$ cat config.mk
export PLATFORM = sky130hd
export DESIGN_NAME = serial_word_receiver_flat
export DESIGN_NICKNAME = d
export VERILOG_FILES = /design/src/rtl/serial_word_receiver_if.sv /design/src/rtl/serial_word_receiver.sv /design/src/flat_wrapper.sv
export SDC_FILE = /design/constraint.sdc
export NUM_CORES = 1
export LEC_CHECK = 0
export CORE_MARGIN = 1
export CORE_UTILIZATION = 50
export CTS_BUF_LIST = sky130_fd_sc_hd__clkbuf_8
export DETAILED_ROUTE_END_ITERATION = 7
export PLACE_DENSITY = 0.83
export SETUP_SLACK_MARGIN = 0.05
export SLEW_MARGIN = 20
export SYNTH_ARGS = -nofsm -noshare
export SYNTH_HDL_FRONTEND = slang
export SYNTH_SLANG_ARGS = --single-unit
$ cat constraint.sdc
create_clock -name i_clk -period 1.8 [get_ports i_clk]
set_clock_uncertainty 0.1 [all_clocks]
set_input_delay 0.36 -clock i_clk [delete_from_list [all_inputs] [get_ports i_clk]]
set_output_delay 0.36 -clock i_clk [all_outputs]
set_load 0.05 [all_outputs]
$ cat src/rtl/serial_word_receiver_if.sv
// -----------------------------------------------------------------------------
// serial_word_receiver_if
// Bundles the serial link inputs and the holding-register handshake of
// serial_word_receiver.
//   master : link/consumer side, drives i_serial, i_sdv, i_sync, i_ready
//   slave  : receiver side, drives o_parrel, o_valid, o_perr, o_ovf,
//            o_sync_err, o_busy
// Parameter BIT must match the BIT of the attached receiver.
// -----------------------------------------------------------------------------
interface serial_word_receiver_if #(
  parameter int BIT = 8
) ();
  logic           i_serial;
  logic           i_sdv;
  logic           i_sync;
  logic           i_ready;
  logic [BIT-1:0] o_parrel;
  logic           o_valid;
  logic           o_perr;
  logic           o_ovf;
  logic           o_sync_err;
  logic           o_busy;

  modport master (
    output i_serial, i_sdv, i_sync, i_ready,
    input  o_parrel, o_valid, o_perr, o_ovf, o_sync_err, o_busy
  );

  modport slave (
    input  i_serial, i_sdv, i_sync, i_ready,
    output o_parrel, o_valid, o_perr, o_ovf, o_sync_err, o_busy
  );
endinterface

$ cat src/rtl/serial_word_receiver.sv
// -----------------------------------------------------------------------------
// serial_word_receiver
// Receiving end of the MSB-first serial word link. Bits qualified by i_sdv are
// shifted in; i_sync marks the MSB of a word. Completed words are placed in a
// one-word holding register offered on a valid/ready handshake.
// Ports:
//   i_clk   : clock, rising edge
//   i_rstn  : synchronous active-low reset
//   bus     : serial_word_receiver_if.slave
//             (i_serial, i_sdv, i_sync, i_ready in;
//              o_parrel, o_valid, o_perr, o_ovf, o_sync_err, o_busy out)
// Optional feature macro: PARITY_EN
//   defined   -> an even-parity bit follows each word (state S_PAR); o_perr
//                reports XOR of data bits and parity bit.
//   undefined -> no parity bit, o_perr is always 0.
// -----------------------------------------------------------------------------
module serial_word_receiver #(
  parameter int BIT = 8
) (
  input  logic                   i_clk,
  input  logic                   i_rstn,
  serial_word_receiver_if.slave  bus
);
  localparam int CW = $clog2(BIT + 1);
  localparam logic [CW-1:0] CNT_LAST = CW'(BIT - 1);

`ifdef PARITY_EN
  typedef enum logic [1:0] {S_HUNT = 2'd0, S_SHIFT = 2'd1, S_PAR = 2'd2} state_t;
`else
  typedef enum logic [1:0] {S_HUNT = 2'd0, S_SHIFT = 2'd1} state_t;
`endif

  state_t         state_q, state_d;
  logic [CW-1:0]  cnt_q, cnt_d;
  logic [BIT-1:0] shift_q, shift_d;
  logic [BIT-1:0] parrel_q, parrel_d;
  logic           valid_q, valid_d;
  logic           perr_q, perr_d;
  logic           ovf_q, ovf_d;
  logic           sync_err_q, sync_err_d;
  logic           busy_q, busy_d;

  // Completed-word offer to the holding register for this cycle
  logic           done_s;
  logic [BIT-1:0] word_s;
  logic           word_perr_s;

  // Next-state, shift datapath and holding-register control
  always_comb begin
    state_d     = state_q;
    cnt_d       = cnt_q;
    shift_d     = shift_q;
    parrel_d    = parrel_q;
    valid_d     = valid_q;
    perr_d      = perr_q;
    ovf_d       = 1'b0;
    sync_err_d  = 1'b0;
    done_s      = 1'b0;
    word_s      = shift_q;
    word_perr_s = 1'b0;

    if (bus.i_sdv) begin
      case (state_q)
        S_HUNT: begin
          if (bus.i_sync) begin
            shift_d = {{(BIT-1){1'b0}}, bus.i_serial};
            cnt_d   = CW'(1);
            state_d = S_SHIFT;
          end else begin
            state_d = S_HUNT;
          end
        end
        S_SHIFT: begin
          if (bus.i_sync) begin
            // A marker at counter 0 is an ordinary word start
            sync_err_d = (cnt_q != '0);
            shift_d    = {{(BIT-1){1'b0}}, bus.i_serial};
            cnt_d      = CW'(1);
          end else begin
            shift_d = {shift_q[BIT-2:0], bus.i_serial};
            if (cnt_q == CNT_LAST) begin
`ifdef PARITY_EN
              cnt_d   = CW'(BIT);
              state_d = S_PAR;
`else
              done_s  = 1'b1;
              word_s  = {shift_q[BIT-2:0], bus.i_serial};
              cnt_d   = '0;
`endif
            end else begin
              cnt_d = cnt_q + CW'(1);
            end
          end
        end
`ifdef PARITY_EN
        S_PAR: begin
          if (bus.i_sync) begin
            sync_err_d = 1'b1;
            shift_d    = {{(BIT-1){1'b0}}, bus.i_serial};
            cnt_d      = CW'(1);
          end else begin
            done_s      = 1'b1;
            word_s      = shift_q;
            word_perr_s = ^{shift_q, bus.i_serial};
            cnt_d       = '0;
          end
          state_d = S_SHIFT;
        end
`endif
        default: begin
          state_d = S_HUNT;
          cnt_d   = '0;
        end
      endcase
    end else begin
      state_d = state_q;
    end

    // Load wins over accept; a full, unaccepted holding register drops the word
    if (done_s && (!valid_q || bus.i_ready)) begin
      parrel_d = word_s;
      perr_d   = word_perr_s;
      valid_d  = 1'b1;
    end else if (done_s) begin
      ovf_d = 1'b1;
    end else if (valid_q && bus.i_ready) begin
      valid_d = 1'b0;
    end else begin
      valid_d = valid_q;
    end

`ifdef PARITY_EN
    busy_d = ((state_d == S_SHIFT) && (cnt_d != '0)) || (state_d == S_PAR);
`else
    busy_d = (state_d == S_SHIFT) && (cnt_d != '0);
`endif
  end

  // State and output registers with synchronous active-low reset
  always_ff @(posedge i_clk) begin
    if (!i_rstn) begin
      state_q    <= S_HUNT;
      cnt_q      <= '0;
      shift_q    <= '0;
      parrel_q   <= '0;
      valid_q    <= 1'b0;
      perr_q     <= 1'b0;
      ovf_q      <= 1'b0;
      sync_err_q <= 1'b0;
      busy_q     <= 1'b0;
    end else begin
      state_q    <= state_d;
      cnt_q      <= cnt_d;
      shift_q    <= shift_d;
      parrel_q   <= parrel_d;
      valid_q    <= valid_d;
      perr_q     <= perr_d;
      ovf_q      <= ovf_d;
      sync_err_q <= sync_err_d;
      busy_q     <= busy_d;
    end
  end

  assign bus.o_parrel   = parrel_q;
  assign bus.o_valid    = valid_q;
  assign bus.o_perr     = perr_q;
  assign bus.o_ovf      = ovf_q;
  assign bus.o_sync_err = sync_err_q;
  assign bus.o_busy     = busy_q;
endmodule
$ cat src/flat_wrapper.sv
// flat-port wrapper written by rule: the top's interface ports become plain ports
module serial_word_receiver_flat 
#(
  parameter int BIT = 8
)
  (i_clk, i_rstn, bus_i_serial, bus_i_sdv, bus_i_sync, bus_i_ready, bus_o_parrel, bus_o_valid, bus_o_perr, bus_o_ovf, bus_o_sync_err, bus_o_busy);
  serial_word_receiver_if #(.BIT(BIT)) bus_i ();
  input  logic i_clk;
  input  logic i_rstn;
  input wire logic [$bits(bus_i.i_serial)-1:0] bus_i_serial;
  input wire logic [$bits(bus_i.i_sdv)-1:0] bus_i_sdv;
  input wire logic [$bits(bus_i.i_sync)-1:0] bus_i_sync;
  input wire logic [$bits(bus_i.i_ready)-1:0] bus_i_ready;
  output wire logic [$bits(bus_i.o_parrel)-1:0] bus_o_parrel;
  output wire logic [$bits(bus_i.o_valid)-1:0] bus_o_valid;
  output wire logic [$bits(bus_i.o_perr)-1:0] bus_o_perr;
  output wire logic [$bits(bus_i.o_ovf)-1:0] bus_o_ovf;
  output wire logic [$bits(bus_i.o_sync_err)-1:0] bus_o_sync_err;
  output wire logic [$bits(bus_i.o_busy)-1:0] bus_o_busy;
  assign bus_i.i_serial = bus_i_serial;
  assign bus_i.i_sdv = bus_i_sdv;
  assign bus_i.i_sync = bus_i_sync;
  assign bus_i.i_ready = bus_i_ready;
  assign bus_o_parrel = bus_i.o_parrel;
  assign bus_o_valid = bus_i.o_valid;
  assign bus_o_perr = bus_i.o_perr;
  assign bus_o_ovf = bus_i.o_ovf;
  assign bus_o_sync_err = bus_i.o_sync_err;
  assign bus_o_busy = bus_i.o_busy;
  serial_word_receiver #(.BIT(BIT)) u_core (.i_clk(i_clk), .i_rstn(i_rstn), .bus(bus_i));
endmodule
Word level (Yosys, flattened, before mapping)
Index checks and enable logic that the tools add are counted.
{"block": "totals", "n_memories": 0, "ramBits": 0, "latch_bits": 0, "word_cells": 52, "register_bits": 26, "romBits": 0, "inputBits": 6, "output_inout_bits": 13}
{"block": "op_classes", "n_mux": 23, "shifts": 0, "n_mul": 0, "eq_ne": 5, "div": 0, "reduce_logical": 14, "bitwise": 1, "addsub": 1, "n_lt_le_gt_ge": 0}
{"operator": "$mux 8", "count": 6}
{"operator": "$mux 4", "count": 4}
{"operator": "$pmux 8 s2", "count": 1}
{"operator": "$mux 1", "count": 9}
{"operator": "$pmux 4 s2", "count": 1}
{"operator": "$reduce_bool 4->1", "count": 2}
{"operator": "$add 4x1->4 const B", "count": 1}
{"operator": "$eq 2x1->1 const B", "count": 2}
{"operator": "$eq 4x3->1 const B", "count": 1}
{"operator": "$ne 2x2->1 const B", "count": 2}
{"operator": "$pmux 2 s2", "count": 1}
{"operator": "$reduce_and 4->1", "count": 1}
{"operator": "$reduce_bool 2->1", "count": 2}
{"operator": "$logic_and 1x1->1", "count": 3}
{"operator": "$reduce_and 3->1", "count": 1}
{"operator": "$logic_not 2->1", "count": 1}
{"operator": "$mux 2", "count": 1}
{"operator": "$reduce_and 2->1", "count": 1}
{"operator": "$reduce_or 2->1", "count": 1}
{"operator": "$logic_not 1->1", "count": 1}
{"operator": "$logic_or 1x1->1", "count": 1}
{"operator": "$not 1->1", "count": 1}

Longest topological paths before layout
{"block": "logic_depth", "word_depth": 8, "ltp_mapped": 7, "depth_no_buf": 6}

Worst setup path after synthesis
OpenSTA, ideal clock, no wires.
{"block": "synth_timing", "kind": "input -> register", "start": "input bus_i_sync", "end": "register u_core.parrel_q[0], in the netlist u_core.bus.o_parrel[0]", "t_arrival_ps": 1468, "setup_slack_ps": 114, "cell_stages": 7, "path_buffers": 3, "path_cell_list": "buf_4 > nor4bb_4 > buf_6 > nor3b_2 > buf_6 > mux2i_1 > nor2b_1"}
{"block": "synth_between", "elab_chain_len": 4, "elab_cells_between_ends": 7, "classes_between": "mux: 6; reduce/logical: 1"}
{"item": "start: declaration", "line": "flat_wrapper.sv:12", "source": "input wire logic [$bits(bus_i.i_sync)-1:0] bus_i_sync;"}
{"item": "$mux 1", "line": "serial_word_receiver.sv:74", "source": "if (bus.i_sync) begin"}
{"item": "$mux 1", "line": "serial_word_receiver.sv:63", "source": "case (state_q)"}
{"item": "$mux 1", "line": "serial_word_receiver.sv:62", "source": "if (bus.i_sdv) begin"}
{"item": "$logic_and 1x1->1", "line": "serial_word_receiver.sv:120", "source": "if (done_s && (!valid_q || bus.i_ready)) begin"}
{"item": "end signal: assignment", "line": "serial_word_receiver.sv:155", "source": "parrel_q <= parrel_d;"}
{"item": "end: declaration", "line": "serial_word_receiver.sv:36", "source": "logic [BIT-1:0] parrel_q, parrel_d;"}
Parallel ways exist; a longest one is shown, timed or not.
A chain may end at the register's enable or synchronous reset.

Worst setup path in the final report
{"block": "layout_timing", "start": "register u_core.cnt_q[0]", "end": "register u_core.busy_q, in the netlist u_core.bus.o_busy"}
{"block": "layout_between", "elab_chain_len": 7, "elab_cells_between_ends": 9, "classes_between": "add/sub: 1; eq/ne: 1; mux: 5; reduce/logical: 2"}
{"item": "start: declaration", "line": "serial_word_receiver.sv:34", "source": "logic [CW-1:0] cnt_q, cnt_d;"}
{"item": "start signal: assignment", "line": "serial_word_receiver.sv:153", "source": "cnt_q <= cnt_d;"}
{"item": "$add 4x1->4 or $eq 4x3->1 (tied branches)", "line": "serial_word_receiver.sv:91, serial_word_receiver.sv:81"}
{"item": "$mux 4", "line": "serial_word_receiver.sv:81", "source": "if (cnt_q == CNT_LAST) begin"}
{"item": "$mux 4", "line": "serial_word_receiver.sv:74"}
{"item": "$pmux 4 s2", "line": "serial_word_receiver.sv:63"}
{"item": "$mux 4 *", "line": "serial_word_receiver.sv:62"}
{"item": "$reduce_bool 4->1 *", "line": "serial_word_receiver.sv:135", "source": "busy_d = (state_d == S_SHIFT) && (cnt_d != '0);"}
{"item": "$logic_and 1x1->1 *", "line": "serial_word_receiver.sv:135"}
{"item": "end signal: assignment", "line": "serial_word_receiver.sv:160", "source": "busy_q <= busy_d;"}
{"item": "end: declaration", "line": "serial_word_receiver.sv:41", "source": "logic busy_q, busy_d;"}
Every way passes the cells marked *; elsewhere a longest branch is shown, timed or not.

==> flow_metrics.env <==
export IMPL_status="finished, final reports clean"
export IMPL_async_flop_share_pct=0
export IMPL_h_tree_depth=1
export IMPL_grt_total_usage_pct=18.87
export IMPL_dpl_hpwl_um=1380
export IMPL_routed_wl_um=1954
export IMPL_hold_buffers=0
export IMPL_max_freq_ghz=0.5949
export IMPL_yosys_top_cells_count="dfxtp_1, nor2b_1, mux2i_1"
export IMPL_coreArea_um2=2022
export IMPL_clock_sinks=25
export IMPL_post_place_cells=150
export IMPL_hold_path_class="reg2reg"
export IMPL_start_util_pct=54.39
export IMPL_drc_errors=0
export IMPL_cp_data_required_time_ps=1860
export IMPL_startpoint_type="flip-flop"
export IMPL_cellPowerDensity_nw_per_um2=747.7
export IMPL_io_buffers=17
export IMPL_slew_headroom_pct=60.73
export IMPL_hold_end="u_core.bus.o_parrel[6]"
export IMPL_crit_fanout=4
export IMPL_power_leakage_nw=0.4940
export IMPL_numCtsBuffers=3
export IMPL_io_pin_count=19
export IMPL_drive_above_1_share_pct=20.47
export IMPL_ys_seq_area_share_pct=45.51
export IMPL_r2r_start="u_core.cnt_q[0]"
export IMPL_yosysMostFrequentCell="dfxtp_1"
export IMPL_num_rows=16
export IMPL_ant_nets=0
export IMPL_stdcell_count=154
export IMPL_place_ws_ps=-384.6
export IMPL_finalSetupViolations=0
export IMPL_post_cts_setup_buffers=0
export IMPL_rsz0062_at_grt="false"
export IMPL_reg2reg_to="u_core.bus.o_busy"
export IMPL_die_area_um2=2391
export IMPL_clk_latency_ps=270
export IMPL_cts_tree="built"
export IMPL_yosys_area_top_type_share_pct=45.51
export IMPL_grt_overflow=0
export IMPL_grt_pass1_vias=782
export IMPL_post_route_min_period_ps=1681
export IMPL_die_h_um=48.90
export IMPL_synth_top_area_cell="dfxtp_1"
export IMPL_yosys_warnings=0
export IMPL_antenna_found_initial=0
export IMPL_rrSetupSlack_ps=120
export IMPL_hold_depth=2
export IMPL_finalCritPeriodShare_pct=93.38
export IMPL_cap_violations=0
export IMPL_reg2reg_depth=4
export IMPL_layout_nets=136
export IMPL_syn_inst=108
export IMPL_via_count=834
export IMPL_avgSynthCellArea_um2=10.18
export IMPL_hold_viol=0
export IMPL_worst_pin_slew_ps=585.1
export IMPL_hp_start="u_core.bus.o_parrel[6]"
export IMPL_synthTopCellsByArea="dfxtp_1, nor2b_1, mux2i_1, a22oi_1, buf_6"
export IMPL_root_buffer="clkbuf_8"
export IMPL_yosys_most_used_dff="dfxtp_1"
export IMPL_syn_num_nets=116
export IMPL_grt_pass1_wl_um=3484
export IMPL_path_clk_slew_ps=90
export IMPL_drt_initial_drc_count=17
export IMPL_wl_per_cell_um=12.69
export IMPL_synth_cell_types=31
export IMPL_worstSetupPathType="reg2reg"
export IMPL_num_antenna_cells=0
export IMPL_die_width_um=48.90
export IMPL_clockBufferDepth=2
export IMPL_area_delta_synth_final_pct=19.45
export IMPL_synth_edf_count=0
export IMPL_viasPerCell=5.416
export IMPL_cp_arrival_ps=1740
export IMPL_slew_viol_final=0
export IMPL_ys_ff_latch=25
export IMPL_ir_drop_mv=0.5277
export IMPL_place_gp_congestion=0.8898
export IMPL_finalSetupTns_ps=0
export IMPL_endpoint_kind="flip-flop"
export IMPL_synth_area_um2=1100
export IMPL_grt_max_degree=16
export IMPL_first_pass_iters=4
export IMPL_setup_ws_ps=119.1
-- cell usage in the layout, fill, tap and decap left out, types with 2 or more instances in the layout --
cell type,instances
dfxtp_1,24
buf_4,18
nor2b_1,17
mux2i_1,9
a22oi_1,7
inv_1,4
and2_1,4
nand2_1,3
a21oi_1,3
nor2_1,3
clkbuf_8,3
clkdlybuf4s50_1,3
nand3_1,2
o32ai_1,2
o21a_1,2
nand4_1,2
ha_1,2
dlygate4sd2_1,2
-- worst max path at each step --
stage,from,endpoint,slack [ps]
floorplan,bus_i_sync,u_core.bus.o_parrel[0],110
global placement,bus_i_sdv,u_core.bus.o_busy,-310
detailed placement,bus_i_sdv,u_core.bus.o_parrel[1],-380
CTS,u_core.cnt_q[0],u_core.bus.o_busy,120
global route,bus_i_sdv,u_core.bus.o_parrel[6],50
finish,u_core.cnt_q[0],u_core.bus.o_busy,120
-- through the flow --
stage	cell area, um^2	power, mW	util [%]	hold slack, ps
final	1314	0.9823	64.98	431.1
after global routing	1314	1.024	64.98	461.3
after CTS	1313	0.9960	64.91	439.1
after detailed placement	1262	0.6599	62.44	409.5
after global placement	1262	0.6585	62.44	404.1
after floorplan	1100	0.6327	-	386.9
-- layer usage --
layer	up-vias	wire length [um]	GRT usage (%)	part of all wire, %
met4	0	13	9.804	0.67
met2	29	922	29.86	47
met5	-	0	0	0
li1	412	-	-	-
met3	2	114	3.115	5.8
met1	391	903	24.66	46
-- worst max-delay path: stages, from the launching register on --
cell	delay, ps
dfxtp_1	380
ha_1	200
nand3b_1	170
a32o_1	310
o41a_1	410
-- power breakdown --
group / leakage [nW] / switching, mW / internal [mW]
logic: 0.270 / 0.0453 / 0.0376
clock network: 0.0217 / 0.179 / 0.157
registers: 0.203 / 0.00438 / 0.559
-- cells by family (layout without fill, tap and decap cells) --
kind of cell / after synthesis / count (layout) / share of synthesized area, %
AND/OR/NAND/NOR: 37 / 37 / 22.41
flip-flops: 25 / 25 / 45.51
AO/OA/AOI/OAI: 20 / 20 / 13.31
buffers and inverters: 13 / 32 / 7.166
multiplexers: 9 / 9 / 8.191
adder cells (fa/ha/maj): 2 / 2 / 2.275
other: 1 / 1 / 0.3410
XOR/XNOR: 1 / 1 / 0.7965
-- state kept, by name (all words and copies together) (netlist names) --
| signal | flops |
|---|---|
| u_core.shift_q | 7 |
| u_core.bus.o_busy | 1 |
| u_core.state_q | 2 |
| u_core.cnt_q | 4 |
| u_core.bus.o_sync_err | 1 |
| u_core.bus.o_valid | 1 |
| u_core.bus.o_parrel | 8 |
| u_core.bus.o_ovf | 1 |
-- cell type report --
type / count / area [um^2]
Clock buffer: 3 / 41.29
Multi-Input combinational cell: 70 / 520.5
Fill cell: 167 / 708.2
Sequential cell: 25 / 501.7
Clock inverter: 1 / 7.507
Tap cell: 27 / 33.78
Inverter: 4 / 15.01
Timing Repair Buffer: 24 / 193.9
-- what timing repair did --
item / in CTS / in global routing
resized for setup: 3 / 1
endpoints found under the setup margin: 10 / 4
cloned: 0 / 0
pin swaps: 1 / 0
Power figures use the tool's default switching activity.
